## src/rtl/i_cache_fill_pkg.sv

```systemverilog
// Shared types and constants for the instruction-cache refill engine.
package i_fill_pkg;

  typedef enum logic [2:0] {
    IDLE,
    REQ,
    DATA,
    DONE,
    ERR
  } fill_state_t;

  localparam int unsigned      I_ADDR_W     = 20;
  localparam int unsigned      I_DATA_W     = 32;
  localparam int unsigned      I_BURST_LEN  = 8;
  localparam int unsigned      I_TIMEOUT    = 255;
  // Legal instruction window; also used by the i_cache range check.
  localparam logic [19:0]      I_BASE_ADDR  = 20'h10000;
  localparam logic [19:0]      I_LIMIT_ADDR = 20'h101FF;

endpackage

```

## src/rtl/i_cache_fill_if.sv

```systemverilog
// Miss, memory-request and cache-write signals of the refill engine.
interface i_cache_fill_if #(
  parameter int unsigned ADDR_W = 20,
  parameter int unsigned DATA_W = 32
);
  logic              miss_req;
  logic [ADDR_W-1:0] miss_addr;
  logic              fill_busy;
  logic              fill_done;
  logic              fill_err;
  logic              mem_req;
  logic [ADDR_W-1:0] mem_addr;
  logic              mem_gnt;
  logic              mem_rvalid;
  logic [DATA_W-1:0] mem_rdata;
  logic              cache_wr_en;
  logic [ADDR_W-1:0] cache_addr;
  logic [DATA_W-1:0] cache_wr_ins;

  // Refill engine side.
  modport master (
    input  miss_req, miss_addr, mem_gnt, mem_rvalid, mem_rdata,
    output fill_busy, fill_done, fill_err, mem_req, mem_addr,
           cache_wr_en, cache_addr, cache_wr_ins
  );

  // Fetch / memory / cache side.
  modport slave (
    output miss_req, miss_addr, mem_gnt, mem_rvalid, mem_rdata,
    input  fill_busy, fill_done, fill_err, mem_req, mem_addr,
           cache_wr_en, cache_addr, cache_wr_ins
  );
endinterface

```

## src/rtl/i_cache_fill_timeout_ctr.sv

```systemverilog
// Idle-cycle counter between data beats; saturates at Timeout and flags expiry.
module ifill_timeout_ctr #(
  parameter int unsigned Width   = 8,
  parameter int unsigned Timeout = 255
) (
  input  logic clk_i,
  input  logic rst_i,
  input  logic clr_i,
  input  logic en_i,
  output logic expired_o
);
  localparam logic [Width-1:0] Limit = Width'(Timeout);

  logic [Width-1:0] cnt_q, cnt_d;

  assign expired_o = (cnt_q == Limit);

  // Clear wins over count; hold once the limit is reached.
  always_comb begin
    cnt_d = cnt_q;
    if (clr_i) begin
      cnt_d = '0;
    end else if (en_i && !expired_o) begin
      cnt_d = cnt_q + Width'(1);
    end
  end

  // Counter register.
  always_ff @(posedge clk_i or posedge rst_i) begin
    if (rst_i) begin
      cnt_q <= '0;
    end else begin
      cnt_q <= cnt_d;
    end
  end
endmodule

```

## src/rtl/i_cache_fill.sv

```systemverilog
// Instruction-cache refill engine: burst request, beat-by-beat cache writes, done/error pulses.
module i_cache_fill
  import i_fill_pkg::*;
#(
  parameter int unsigned       ADDR_W     = I_ADDR_W,
  parameter int unsigned       DATA_W     = I_DATA_W,
  parameter int unsigned       BURST_LEN  = I_BURST_LEN,
  parameter logic [ADDR_W-1:0] BASE_ADDR  = I_BASE_ADDR,
  parameter logic [ADDR_W-1:0] LIMIT_ADDR = I_LIMIT_ADDR,
  parameter int unsigned       TIMEOUT    = I_TIMEOUT
) (
  input logic            clk,
  input logic            rst,
  i_cache_fill_if.master bus
);
  // One extra bit so the count can reach BURST_LEN and mark "all beats taken".
  localparam int unsigned       CntW      = $clog2(BURST_LEN) + 1;
  localparam logic [CntW-1:0]   BurstCnt  = CntW'(BURST_LEN);
  localparam logic [ADDR_W-1:0] AlignMask = ~ADDR_W'(BURST_LEN - 1);

  fill_state_t       state_q, state_d;
  logic [ADDR_W-1:0] base_q, base_d;
  logic [CntW-1:0]   cnt_q, cnt_d;
  logic              wr_en_q, wr_en_d;
  logic [ADDR_W-1:0] waddr_q, waddr_d;
  logic [DATA_W-1:0] wins_q, wins_d;
  logic              tmr_expired;
  logic              in_range;

  assign in_range = (bus.miss_addr >= BASE_ADDR) && (bus.miss_addr <= LIMIT_ADDR);

  // Timer only runs in DATA and restarts on every returned beat.
  ifill_timeout_ctr #(
    .Width  (8),
    .Timeout(TIMEOUT)
  ) u_timeout (
    .clk_i    (clk),
    .rst_i    (rst),
    .clr_i    ((state_q != DATA) || bus.mem_rvalid),
    .en_i     (state_q == DATA),
    .expired_o(tmr_expired)
  );

  // Next-state, beat counter and write-port staging.
  always_comb begin
    state_d = state_q;
    base_d  = base_q;
    cnt_d   = cnt_q;
    wr_en_d = 1'b0;
    waddr_d = waddr_q;
    wins_d  = wins_q;
    unique case (state_q)
      IDLE: begin
        if (bus.miss_req) begin
          if (in_range) begin
            base_d  = bus.miss_addr & AlignMask;
            state_d = REQ;
          end else begin
            state_d = ERR;
          end
        end
      end
      REQ: begin
        if (bus.mem_gnt) begin
          cnt_d   = '0;
          state_d = DATA;
        end
      end
      DATA: begin
        // Finish only once the last write has actually been presented.
        if (wr_en_q && (cnt_q == BurstCnt)) begin
          state_d = DONE;
        end else if (tmr_expired) begin
          state_d = ERR;
        end else if (bus.mem_rvalid && (cnt_q < BurstCnt)) begin
          wr_en_d = 1'b1;
          waddr_d = base_q + ADDR_W'(cnt_q);
          wins_d  = bus.mem_rdata;
          cnt_d   = cnt_q + CntW'(1);
        end
      end
      DONE:    state_d = IDLE;
      ERR:     state_d = IDLE;
      default: state_d = IDLE;
    endcase
  end

  // State and output registers.
  always_ff @(posedge clk or posedge rst) begin
    if (rst) begin
      state_q <= IDLE;
      base_q  <= '0;
      cnt_q   <= '0;
      wr_en_q <= 1'b0;
      waddr_q <= '0;
      wins_q  <= '0;
    end else begin
      state_q <= state_d;
      base_q  <= base_d;
      cnt_q   <= cnt_d;
      wr_en_q <= wr_en_d;
      waddr_q <= waddr_d;
      wins_q  <= wins_d;
    end
  end

  assign bus.fill_busy    = (state_q != IDLE);
  assign bus.fill_done    = (state_q == DONE);
  assign bus.fill_err     = (state_q == ERR);
  assign bus.mem_req      = (state_q == REQ);
  assign bus.mem_addr     = base_q;
  assign bus.cache_wr_en  = wr_en_q;
  assign bus.cache_addr   = waddr_q;
  assign bus.cache_wr_ins = wins_q;
endmodule
```

## src/flat_wrapper.sv

```systemverilog
// flat-port wrapper written by rule: the top's interface ports become plain ports
module i_cache_fill_flat import i_fill_pkg::*;
#(
  parameter int unsigned       ADDR_W     = I_ADDR_W,
  parameter int unsigned       DATA_W     = I_DATA_W,
  parameter int unsigned       BURST_LEN  = I_BURST_LEN,
  parameter logic [ADDR_W-1:0] BASE_ADDR  = I_BASE_ADDR,
  parameter logic [ADDR_W-1:0] LIMIT_ADDR = I_LIMIT_ADDR,
  parameter int unsigned       TIMEOUT    = I_TIMEOUT
)
  (clk, rst, bus_miss_req, bus_miss_addr, bus_mem_gnt, bus_mem_rvalid, bus_mem_rdata, bus_fill_busy, bus_fill_done, bus_fill_err, bus_mem_req, bus_mem_addr, bus_cache_wr_en, bus_cache_addr, bus_cache_wr_ins);
  i_cache_fill_if #(.ADDR_W(ADDR_W), .DATA_W(DATA_W)) bus_i ();
  input logic clk;
  input logic rst;
  input wire logic [$bits(bus_i.miss_req)-1:0] bus_miss_req;
  input wire logic [$bits(bus_i.miss_addr)-1:0] bus_miss_addr;
  input wire logic [$bits(bus_i.mem_gnt)-1:0] bus_mem_gnt;
  input wire logic [$bits(bus_i.mem_rvalid)-1:0] bus_mem_rvalid;
  input wire logic [$bits(bus_i.mem_rdata)-1:0] bus_mem_rdata;
  output wire logic [$bits(bus_i.fill_busy)-1:0] bus_fill_busy;
  output wire logic [$bits(bus_i.fill_done)-1:0] bus_fill_done;
  output wire logic [$bits(bus_i.fill_err)-1:0] bus_fill_err;
  output wire logic [$bits(bus_i.mem_req)-1:0] bus_mem_req;
  output wire logic [$bits(bus_i.mem_addr)-1:0] bus_mem_addr;
  output wire logic [$bits(bus_i.cache_wr_en)-1:0] bus_cache_wr_en;
  output wire logic [$bits(bus_i.cache_addr)-1:0] bus_cache_addr;
  output wire logic [$bits(bus_i.cache_wr_ins)-1:0] bus_cache_wr_ins;
  assign bus_i.miss_req = bus_miss_req;
  assign bus_i.miss_addr = bus_miss_addr;
  assign bus_i.mem_gnt = bus_mem_gnt;
  assign bus_i.mem_rvalid = bus_mem_rvalid;
  assign bus_i.mem_rdata = bus_mem_rdata;
  assign bus_fill_busy = bus_i.fill_busy;
  assign bus_fill_done = bus_i.fill_done;
  assign bus_fill_err = bus_i.fill_err;
  assign bus_mem_req = bus_i.mem_req;
  assign bus_mem_addr = bus_i.mem_addr;
  assign bus_cache_wr_en = bus_i.cache_wr_en;
  assign bus_cache_addr = bus_i.cache_addr;
  assign bus_cache_wr_ins = bus_i.cache_wr_ins;
  i_cache_fill #(.ADDR_W(ADDR_W), .DATA_W(DATA_W), .BURST_LEN(BURST_LEN), .BASE_ADDR(BASE_ADDR), .LIMIT_ADDR(LIMIT_ADDR), .TIMEOUT(TIMEOUT)) u_core (.clk(clk), .rst(rst), .bus(bus_i));
endmodule
```

## config.mk

```make
export PLATFORM = sky130hd
export DESIGN_NAME = i_cache_fill_flat
export DESIGN_NICKNAME = d
export VERILOG_FILES = /design/src/rtl/i_cache_fill_pkg.sv /design/src/rtl/i_cache_fill_if.sv /design/src/rtl/i_cache_fill_timeout_ctr.sv /design/src/rtl/i_cache_fill.sv /design/src/flat_wrapper.sv
export SDC_FILE = /design/constraint.sdc
export NUM_CORES = 1
export LEC_CHECK = 0
export BUFFER_PORTS_ARGS = -buffer_cell sky130_fd_sc_hd__buf_4
export CAP_MARGIN = 20
export CORE_ASPECT_RATIO = 0.8
export CORE_MARGIN = 2
export CORE_UTILIZATION = 45
export CTS_CLUSTER_DIAMETER = 80
export DETAILED_ROUTE_END_ITERATION = 8
export GPL_TIMING_DRIVEN = 0
export PLACE_DENSITY = 0.76
export SETUP_SLACK_MARGIN = 0.02
export SYNTH_ARGS = -nofsm -noshare
export SYNTH_HDL_FRONTEND = slang
export SYNTH_SLANG_ARGS = --single-unit
```

## constraint.sdc

```tcl
create_clock -name clk -period 2.45 [get_ports clk]
set_clock_uncertainty 0.05 [all_clocks]
set_input_delay 0.1225 -clock clk [delete_from_list [all_inputs] [get_ports clk]]
set_output_delay 0.1225 -clock clk [all_outputs]
set_load 0.005 [all_outputs]
```

==> results of run 1 <==
-- repair_timing --
action                                  CTS  global route
hold buffers                             40             0
hold endpoints to repair                 72             0
endpoints found under the setup margin    0             0
-- flip-flops by register name (all words and copies together) (netlist names) --
| register | cells |
|---|---|
| u_core.bus.cache_wr_ins | 32 |
| u_core.bus.cache_addr | 20 |
| u_core.bus.mem_addr | 17 |
| u_core.u_timeout.cnt_q | 8 |
| u_core.cnt_q | 4 |
| u_core.state_q | 3 |
| u_core.bus.cache_wr_en | 1 |
-- tightest hold or removal path: stages --
cell,delay (ps)
buf_4,120
inv_1,60
a22o_1,120
-- metrics by stage --
step	TNS, ps	instance area (um^2)	cells	setup slack [ps]	hold slack, ps
4_1_cts	0	5600	608	430	38.1
5_1_grt	0	5600	608	275	47.2
3_3_place_gp	-74100	4920	551	-877	282
2_1_floorplan	0	3820	312	84.0	167
3_5_place_dp	0	4950	552	443	131
6_report	0	5600	608	423	48.7
-- per-layer routing --
| metal | vias to the layer above | wire, um | part of all wire, % |
|---|---|---|---|
| li1 | 1438 | - | - |
| met1 | 1463 | 4310 | 45 |
| met2 | 105 | 4530 | 47 |
| met3 | 11 | 643 | 6.7 |
| met4 | 0 | 71 | 0.74 |
| met5 | - | 0 | 0 |
-- worst min path at each step --
stage                     slack [ps]                        to  cells past startpoint
after floorplan                  170   u_core.bus.mem_addr[14]                      1
after global placement           280   u_core.bus.mem_addr[14]                      2
after detailed placement         130  u_core.bus.cache_addr[4]                      2
after CTS                         40         u_core.state_q[0]                      3
after global routing              50         u_core.state_q[0]                      3
final                             50         u_core.state_q[0]                      3
-- cell families (layout without fill, tap and decap cells) --
family / after synthesis / in the layout / synth area share (%)
fa+ha+maj: 5 / 5 / 1.64
other cells: 1 / 3 / 0.0982
mux: 42 / 42 / 15.7
buf+inv: 22 / 206 / 3.51
flops: 85 / 85 / 55.7
simple gates: 102 / 102 / 13.7
xor+xnor: 17 / 17 / 3.90
compound gates: 36 / 36 / 5.70
-- final cells by class --
type                            instances  area (um^2)
Tap cell                              112          140
Sequential cell                        85         2130
Multi-Input combinational cell        205         1560
Clock buffer                           11          141
Clock inverter                          5          106
Timing Repair Buffer                  168         1380
Buffer                                 14          104
Inverter                                8         32.5
Fill cell                             618         2770
-- placed cells by master (no fill, tap or decap), types with 10 or more instances in the layout --
cell type,instances
buf_4,130
and2_1,11
clkbuf_8,10
mux2_4,34
nor2_1,11
dfrtp_1,85
nor3_1,10
dlygate4sd3_1,40
o21ai_1,15
nand3_1,13
nand2_1,33
-- power by group --
group | switching (mW) | total (mW) | internal, mW
Clock | 0.505 | 1.21 | 0.709
Sequential | 0.00708 | 1.41 | 1.41
Combinational | 0.0709 | 0.196 | 0.125
Total | 0.583 | 2.82 | 2.24
==> qor.yml, run 1 <==
synth:
  synthDistinctLibCells: 43
  synthCells: 310
  ys_seq_area_share_pct: 55.7
  syn_area_um2: 3820
  ys.flop_type: "dfrtp_1"
  syn_avg_cell_area_um2: 12.3
  synth_enable_flop_cells: 0
  yosys.area.top_type_share_pct: 55.7
  ys_warn_count: 0
  synth_seq_cells: 85
  synth_area_leaders: "dfrtp_1, mux2_4, nand2_1"
  synthTopCellsByCount: "dfrtp_1, mux2_4, nand2_1"
  yosys.area.top_type: "dfrtp_1"
  synth_most_common_cell: "dfrtp_1"
  async_flop_share_pct: 100
worst_setup_path:
  worst-r2r-cell-count: 4
  startpoint_type: "register"
  cp_cell_sequence: "nor3_1 -> nand3_1 -> clkbuf_1 -> and2_1"
  cp-startpoint: "u_core.state_q[2]"
  crit_end: "u_core.bus.mem_addr[9]"
  critPathSlowestCell: "nand3_1"
  endpoint_kind: "register"
  cp.required_ps: 2650
  crit_cells: 4
  cp.buffers_inverters: 1
  slowest_delay_ps: 470
  worst_ep_arrival_time_ps: 2220
  reg2reg_slack_ps: 420
  rr_startpoint: "u_core.state_q[2]"
  criticalPathCategory: "reg2reg"
  critical_path.top_delay_family: "simple AND/OR/NAND/NOR gates"
  r2r-end: "u_core.bus.mem_addr[9]"
  cp_max_fo: 10
global_route:
  grt_usage_pct: 21.6
  met1_usage_pct: 28.2
  first_global_vias: 3051
  grt_max_degree: 53
  antenna_found_initial: 0
  grt-ovfl-total: 0
  top_usage_layer: "met2"
  use_met3_pct: 6.84
  grtUsageMet2_pct: 36.1
  grt_pass1_wl_um: 15500
finish:
  area_growth_pct: 46.6
  fin_util_pct: 66.9
  final_nets: 553
  drive_gt1_share_pct: 40.1
  n_antenna_cell: 0
drt:
  drt_wl_total_um: 9550
  firstDrtPassIters: 4
  dr_total_vias: 3017
  ant_nets: 0
  viasPerCell: 4.96
  drtIter0Drc: 101
  drc: 0
  wl_per_cell_um: 15.7
place:
  dp_hpwl_um: 6410
  io_buffers: 127
  place.gp.congestion: 0.745
die:
  rows: 30
  die_w_um: 107
  dieHeight_um: 86.4
  start_util_pct: 45.6
  die-area_um2: 9240
  core_um2: 8370
  pin_count: 134
clocking:
  clockBufferDepth: 2
  numCtsBuffers: 9
  cts_sinks: 85
  post_cts_buffers: 0
  clockRootBuffer: "clkbuf_8"
  clk_latency_ps: 350
  cts.clk_slew.worst_paths_ps: 80
  cts_tree: "yes"
  cts_resized: 0
  cts-htree-levels: 3
min_path:
  hp-start: "bus_mem_gnt"
  hold_path_class: "in2reg"
timing:
  fin_crit_sh_pct: 82.7
  fmax_mhz: 493
  tightest_slew_ps: 506
  finalCriticalPeriod_ps: 2030
  setup_viol: 0
  hold_viol: 0
  drv_slew: 0
  rsz0062_at_grt: "no"
  slew_headroom_pct: 66.2
power_and_ir_drop:
  p_leak_nw: 2.90
  cellPowerDensity_nw_per_um2: 505
  irDropWorstVdd_mv: 0.291
  total_power_mw: 2.82
status:
  status: "completed"
job:
  cap_viol_max_count: 0
No activity file was read; power rests on OpenSTA's default activity.
==> run 2: changes to the inputs <==
- ABC_AREA: not set -> 1
- CORE_UTILIZATION: 45 -> 50
- PLACE_DENSITY: 0.76 -> 0.8
- clock period: 2.45 -> 2 ns (I/O delays scaled with it)
==> qor.yml, run 2 <==
timing:
  hold_viol: 0  # unchanged
  fin_crit_sh_pct: 91.2  # +8.5 points
  drv_slew: 0  # unchanged
  finalCriticalPeriod_ps: 1820  # -203 ps
  rsz0062_at_grt: "no"
  setup_viol: 0  # unchanged
  setup-tns-final_ps: 0  # unchanged
  fmax_mhz: 548  # +11%
synth:
  ys_warn_count: 0  # unchanged
  syn_area_um2: 3950  # +3.5%
  yosys.area.top_type: "dfrtp_1"
  synth_enable_flop_cells: 0  # unchanged
  synth_most_common_cell: "nand2_1"
  synth_area_leaders: "dfrtp_1, nand2_1, inv_1"
  synth_seq_cells: 85  # unchanged
  synthCells: 480  # +55%
  syn_avg_cell_area_um2: 8.23  # -33%
  ys.flop_type: "dfrtp_1"
  yosys.area.top_type_share_pct: 53.8  # -1.9 points
  synthDistinctLibCells: 32  # -26%
  ys_seq_area_share_pct: 53.8  # -1.9 points
  synthTopCellsByCount: "nand2_1, dfrtp_1, inv_1"
  async_flop_share_pct: 100  # unchanged
die:
  core_um2: 7530  # -10%
  die_w_um: 103  # -3.4%
  dieHeight_um: 83.5  # -3.3%
  rows: 28  # -6.7%
  pin_count: 134  # unchanged
  die-area_um2: 8630  # -6.6%
  start_util_pct: 52.5  # +6.9 points
power_and_ir_drop:
  cellPowerDensity_nw_per_um2: 894  # +77%
  irDropWorstVdd_mv: 0.471  # +62%
  p_leak_nw: 3.10  # +6.7%
drt:
  wl_per_cell_um: 13.8  # -12%
  drt_wl_total_um: 10700  # +12%
  dr_total_vias: 3765  # +25%
  drtIter0Drc: 108  # +6.9%
  firstDrtPassIters: 4  # unchanged
  ant_nets: 0  # unchanged
  viasPerCell: 4.88  # -1.6%
  drc: 0  # unchanged
worst_setup_path:
  worst_ep_arrival_time_ps: 2050  # -170 ps
  critPathSlowestCell: "dfrtp_1"
  cp_max_fo: 10  # unchanged
  endpoint_kind: "register"
  cp_cell_sequence: "ha_1 -> nand3_1 -> inv_2 -> nand2_4 -> nand2_2 -> nor2_4 -> buf_6 -> buf_6 -> nand2_1 -> nand2_1"
  cp.required_ps: 2230  # -420 ps
  criticalPathCategory: "reg2reg"
  slowest_delay_ps: 410  # -60 ps
  startpoint_type: "register"
finish:
  final_common_cell: "nand2_1"
  layout.cells.non_filler: 771  # +27%
  layout_common_cells: "nand2_1, buf_4, dfrtp_1"
  area_growth_pct: 44.0
  fillers: 546  # -12%
  n_antenna_cell: 0  # unchanged
  largest_register_ffs: 32  # unchanged
  final_nets: 723  # +31%
  fin_util_pct: 75.5  # +8.7 points
  finalInstanceArea_um2: 5690  # +1.6%
  drive_gt1_share_pct: 26.1  # -14 points
place:
  dpl_cell_area_um2: 5090  # +2.8%
  place.gp.congestion: 0.823  # +11%
  dp.cells: 716  # +30%
  io_buffers: 127  # unchanged
  dp_hpwl_um: 7300  # +14%
global_route:
  grt_pass1_wl_um: 16900  # +9.3%
  grt_max_degree: 43  # -19%
  first_global_vias: 3600  # +18%
  grt-ovfl-total: 0  # unchanged
  antenna_found_initial: 0  # unchanged
  grt_usage_pct: 24.9  # +3.3 points
clocking:
  clockRootBuffer: "clkbuf_8"
  cts-htree-levels: 3  # unchanged
  cts_tree: "yes"
  clk_latency_ps: 350  # about the same
  clockBufferDepth: 2  # unchanged
  cts_sinks: 85  # unchanged
  post_cts_buffers: 0  # unchanged
  cts.clk_slew.worst_paths_ps: 80  # about the same
  numCtsBuffers: 9  # unchanged
status:
  status: "completed"
job:
  cap_viol_max_count: 0  # unchanged
min_path:
  hold_path_class: "in2reg"
## run 2: changes by cell type after synthesis, moves of 6 or more
| cell | delta |
|---|---|
| and2_1 | -11 |
| inv_1 | +36 |
| mux2_2 | -7 |
| mux2_4 | -34 |
| nand2_1 | +179 |
| nand3_1 | +10 |
| nor2_1 | +20 |
| nor3_1 | -6 |
| o21ai_0 | +9 |
| o21ai_1 | -15 |
## run 2: cells by family after synthesis
group / Yosys count / share of synthesized area, %
xor+xnor: 10 / 2.22
compound gates: 29 / 4.12
other cells: 1 / 0.0949
buf+inv: 60 / 7.54
fa+ha+maj: 5 / 1.58
flops: 85 / 53.8
simple gates: 290 / 30.6
## run 2: repair_timing
action / in CTS / in global routing
gates resized for setup: 0 / 2
setup endpoints to repair: 0 / 3
hold endpoints to repair: 78 / 0
hold buffers: 39 / 0
## run 2: critical path, delay by kind of cell, from the launching register on
family,cells,cell delay [ps]
adder cells (fa/ha/maj),1,230
buffers and inverters,3,410
flip-flops,1,410
AND/OR/NAND/NOR,6,620
## run 2: final timing paths
path,from,end,slack (ps),cells after the start
max,u_core.u_timeout.cnt_q[0],u_core.bus.cache_wr_ins[27],180,10
min,bus_mem_rvalid,u_core.u_timeout.cnt_q[7],40,4
max reg2reg,u_core.u_timeout.cnt_q[0],u_core.bus.cache_wr_ins[27],180,10
min reg2reg,u_core.bus.cache_wr_ins[25],u_core.bus.cache_wr_ins[25],430,2
max in group asynchronous,rst,u_core.cnt_q[3],1110,4
min in group asynchronous,rst,u_core.bus.cache_wr_ins[19],260,3
## run 2: area by class of cell
| cell class | instances | area, um^2 | share of cell area, % |
|---|---|---|---|
| buffer | 15 | 126 | 2.22 |
| clock buffer | 11 | 131 | 2.31 |
| clock inverter | 5 | 75.1 | 1.32 |
| multi-input combinational | 337 | 1540 | 27.0 |
| sequential | 85 | 2130 | 37.4 |
| inverter | 45 | 175 | 3.08 |
| tap | 105 | 131 | 2.31 |
| timing repair buffer | 168 | 1380 | 24.3 |
## run 2: layer usage
layer | global-route usage (%) | wire length [um] | vias to the layer above
met5 | 0 | 0 | -
met4 | 6.22 | 199 | 0
met3 | 7.29 | 742 | 24
met2 | 42.6 | 5280 | 128
met1 | 30.7 | 4440 | 1766
li1 | - | - | 1847
## run 2: through the flow
| stage | hold WS, ps | setup WS [ps] | total power, mW |
|---|---|---|---|
| global route | 31.6 | 44.9 | 5.42 |
| floorplan | 160 | 427 | 2.88 |
| finish | 37.1 | 176 | 5.08 |
| detailed placement | 63.6 | 170 | 3.75 |
| global placement | 244 | 238 | 3.66 |
| CTS | 29.6 | 148 | 5.07 |
## run 2: power by group
group          total (mW)  internal [mW]  switching, mW
clock network        1.26          0.698          0.564
logic                1.41          0.798          0.610
registers            2.41           2.13          0.277
==> run 3: changes to the inputs <==
- CTS_BUF_LIST: not set -> sky130_fd_sc_hd__clkbuf_8 sky130_fd_sc_hd__clkbuf_16
==> qor.yml, run 3 (same netlist as run 2, synthesis figures left out) <==
status:
  status: "completed"
clocking:
  numCtsBuffers: 9  # unchanged
  cts-htree-levels: 3  # unchanged
  post_cts_buffers: 0  # unchanged
  clockBufferDepth: 2  # unchanged
  clockRootBuffer: "clkbuf_8"
  clk_latency_ps: 350  # about the same
  cts_sinks: 85  # unchanged
  cts_tree: "yes"
  cts.clk_slew.worst_paths_ps: 80  # about the same
place:
  pre_cts_ws_ps: 170  # unchanged
  place.gp.congestion: 0.823  # unchanged
  dp.cells: 716  # unchanged
  dp_hpwl_um: 7300  # unchanged
  io_buffers: 127  # unchanged
drt:
  drt_wl_total_um: 10700  # about the same
  viasPerCell: 4.88  # about the same
  drc: 0  # unchanged
  ant_nets: 0  # unchanged
  firstDrtPassIters: 4  # unchanged
  dr_total_vias: 3763  # -0.053%
  drtIter0Drc: 103  # -4.6%
  wl_per_cell_um: 13.8  # about the same
min_path:
  whs_endpoint: "u_core.u_timeout.cnt_q[7]"
  min_path_cells: 4  # unchanged
  hold_path_class: "in2reg"
  hp-start: "bus_mem_rvalid"
timing:
  drv_slew: 0  # unchanged
  setup-tns-final_ps: 0  # unchanged
  hold_viol: 0  # unchanged
  fin_crit_sh_pct: 91.4  # +0.22 points
  fmax_mhz: 547  # -0.24%
  fin_ws_ps: 172  # -4.42 ps
  rsz0062_at_grt: "no"
  setup_viol: 0  # unchanged
  hold-worst-slack_ps: 37.2  # +0.184 ps
  finalCriticalPeriod_ps: 1830  # +4.42 ps
worst_setup_path:
  startpoint_type: "register"
  criticalPathCategory: "reg2reg"
  reg2reg_slack_ps: 170  # about the same
  worst-r2r-cell-count: 10  # unchanged
  rr_startpoint: "u_core.u_timeout.cnt_q[0]"
  worst_ep_arrival_time_ps: 2050  # about the same
  r2r-end: "u_core.bus.cache_wr_ins[27]"
  endpoint_kind: "register"
  cp.required_ps: 2230  # about the same
  cp_max_fo: 10  # unchanged
die:
  core_um2: 7530  # unchanged
  dieHeight_um: 83.5  # unchanged
  start_util_pct: 52.5  # unchanged
  pin_count: 134  # unchanged
  rows: 28  # unchanged
  die_w_um: 103  # unchanged
  die-area_um2: 8630  # unchanged
global_route:
  grt_usage_pct: 24.9  # unchanged
  first_global_vias: 3600  # unchanged
  grt-ovfl-total: 0  # unchanged
  antenna_found_initial: 0  # unchanged
  grt_pass1_wl_um: 16900  # unchanged
  grt_max_degree: 43  # unchanged
finish:
  largest_register_ffs: 32  # unchanged
  final_nets: 723  # unchanged
  drive_gt1_share_pct: 26.1  # unchanged
  fin_util_pct: 75.5  # unchanged
  final_common_cell: "nand2_1"
  layout.cells.non_filler: 771  # unchanged
  layout_common_cells: "nand2_1, buf_4, dfrtp_1"
  area_growth_pct: 44.0  # unchanged
  n_antenna_cell: 0  # unchanged
  fillers: 546  # unchanged
power_and_ir_drop:
  cellPowerDensity_nw_per_um2: 892  # -0.23%
  p_leak_nw: 3.11  # +0.27%
  irDropWorstVdd_mv: 0.471  # about the same
job:
  cap_viol_max_count: 0  # unchanged
run 3: cell types whose count changed in the layout (fill, tap and decap cells not counted), sizes merged:
cell / previous run / this run
inv: 44 / 46
clkbuf: 11 / 9
run 3: power by group:
| group | internal, mW | switching, mW |
|---|---|---|
| combinational | 0.798 | 0.609 |
| sequential | 2.13 | 0.277 |
| clock | 0.688 | 0.564 |
run 3: stage by stage:
stage,total power [mW],area [um^2]
after floorplan,2.88,3960
final,5.07,5690
after CTS,5.06,5680
after detailed placement,3.75,5090
after global routing,5.41,5690
after global placement,3.66,5050
run 3: worst max path at each step:
| stage | slack (ps) | start | endpoint |
|---|---|---|---|
| CTS | 150 | u_core.cnt_q[3] | u_core.bus.cache_addr[19] |
| floorplan | 430 | u_core.u_timeout.cnt_q[0] | u_core.bus.cache_wr_ins[0] |
| detailed placement | 170 | u_core.cnt_q[3] | u_core.bus.cache_addr[19] |
| finish | 170 | u_core.u_timeout.cnt_q[0] | u_core.bus.cache_wr_ins[27] |
| global placement | 240 | u_core.cnt_q[3] | u_core.bus.cache_addr[19] |
| global route | 40 | u_core.u_timeout.cnt_q[0] | u_core.bus.cache_wr_ins[4] |
run 3: critical path: stages (launching register included):
cell and delay [ps]:
dfrtp_1 410, ha_1 230, nand3_1 120, inv_2 80, nand2_4 110, nand2_2 90, nor2_4 140, buf_6 180
buf_6 150, nand2_1 60, nand2_1 100
run 3: per-layer routing:
layer	wire length, um	global-route usage (%)
met5	0	0
met4	193	6.22
met3	737	7.29
met2	5280	42.6
met1	4450	30.7
run 3: final cells by class:
class	instances	area, um^2	area share, %
Sequential cell	85	2130	37.4
Multi-Input combinational cell	337	1540	27.0
Timing Repair Buffer	168	1380	24.3
Inverter	45	175	3.08
Tap cell	105	131	2.31
Buffer	15	126	2.22
Clock buffer	9	124	2.18
Clock inverter	7	82.6	1.45
run 3: timing repair:
item / in CTS / in global routing
hold buffers: 39 / 0
gates resized for setup: 0 / 2
endpoints found under the setup margin: 0 / 3
endpoints found under the hold margin: 78 / 0
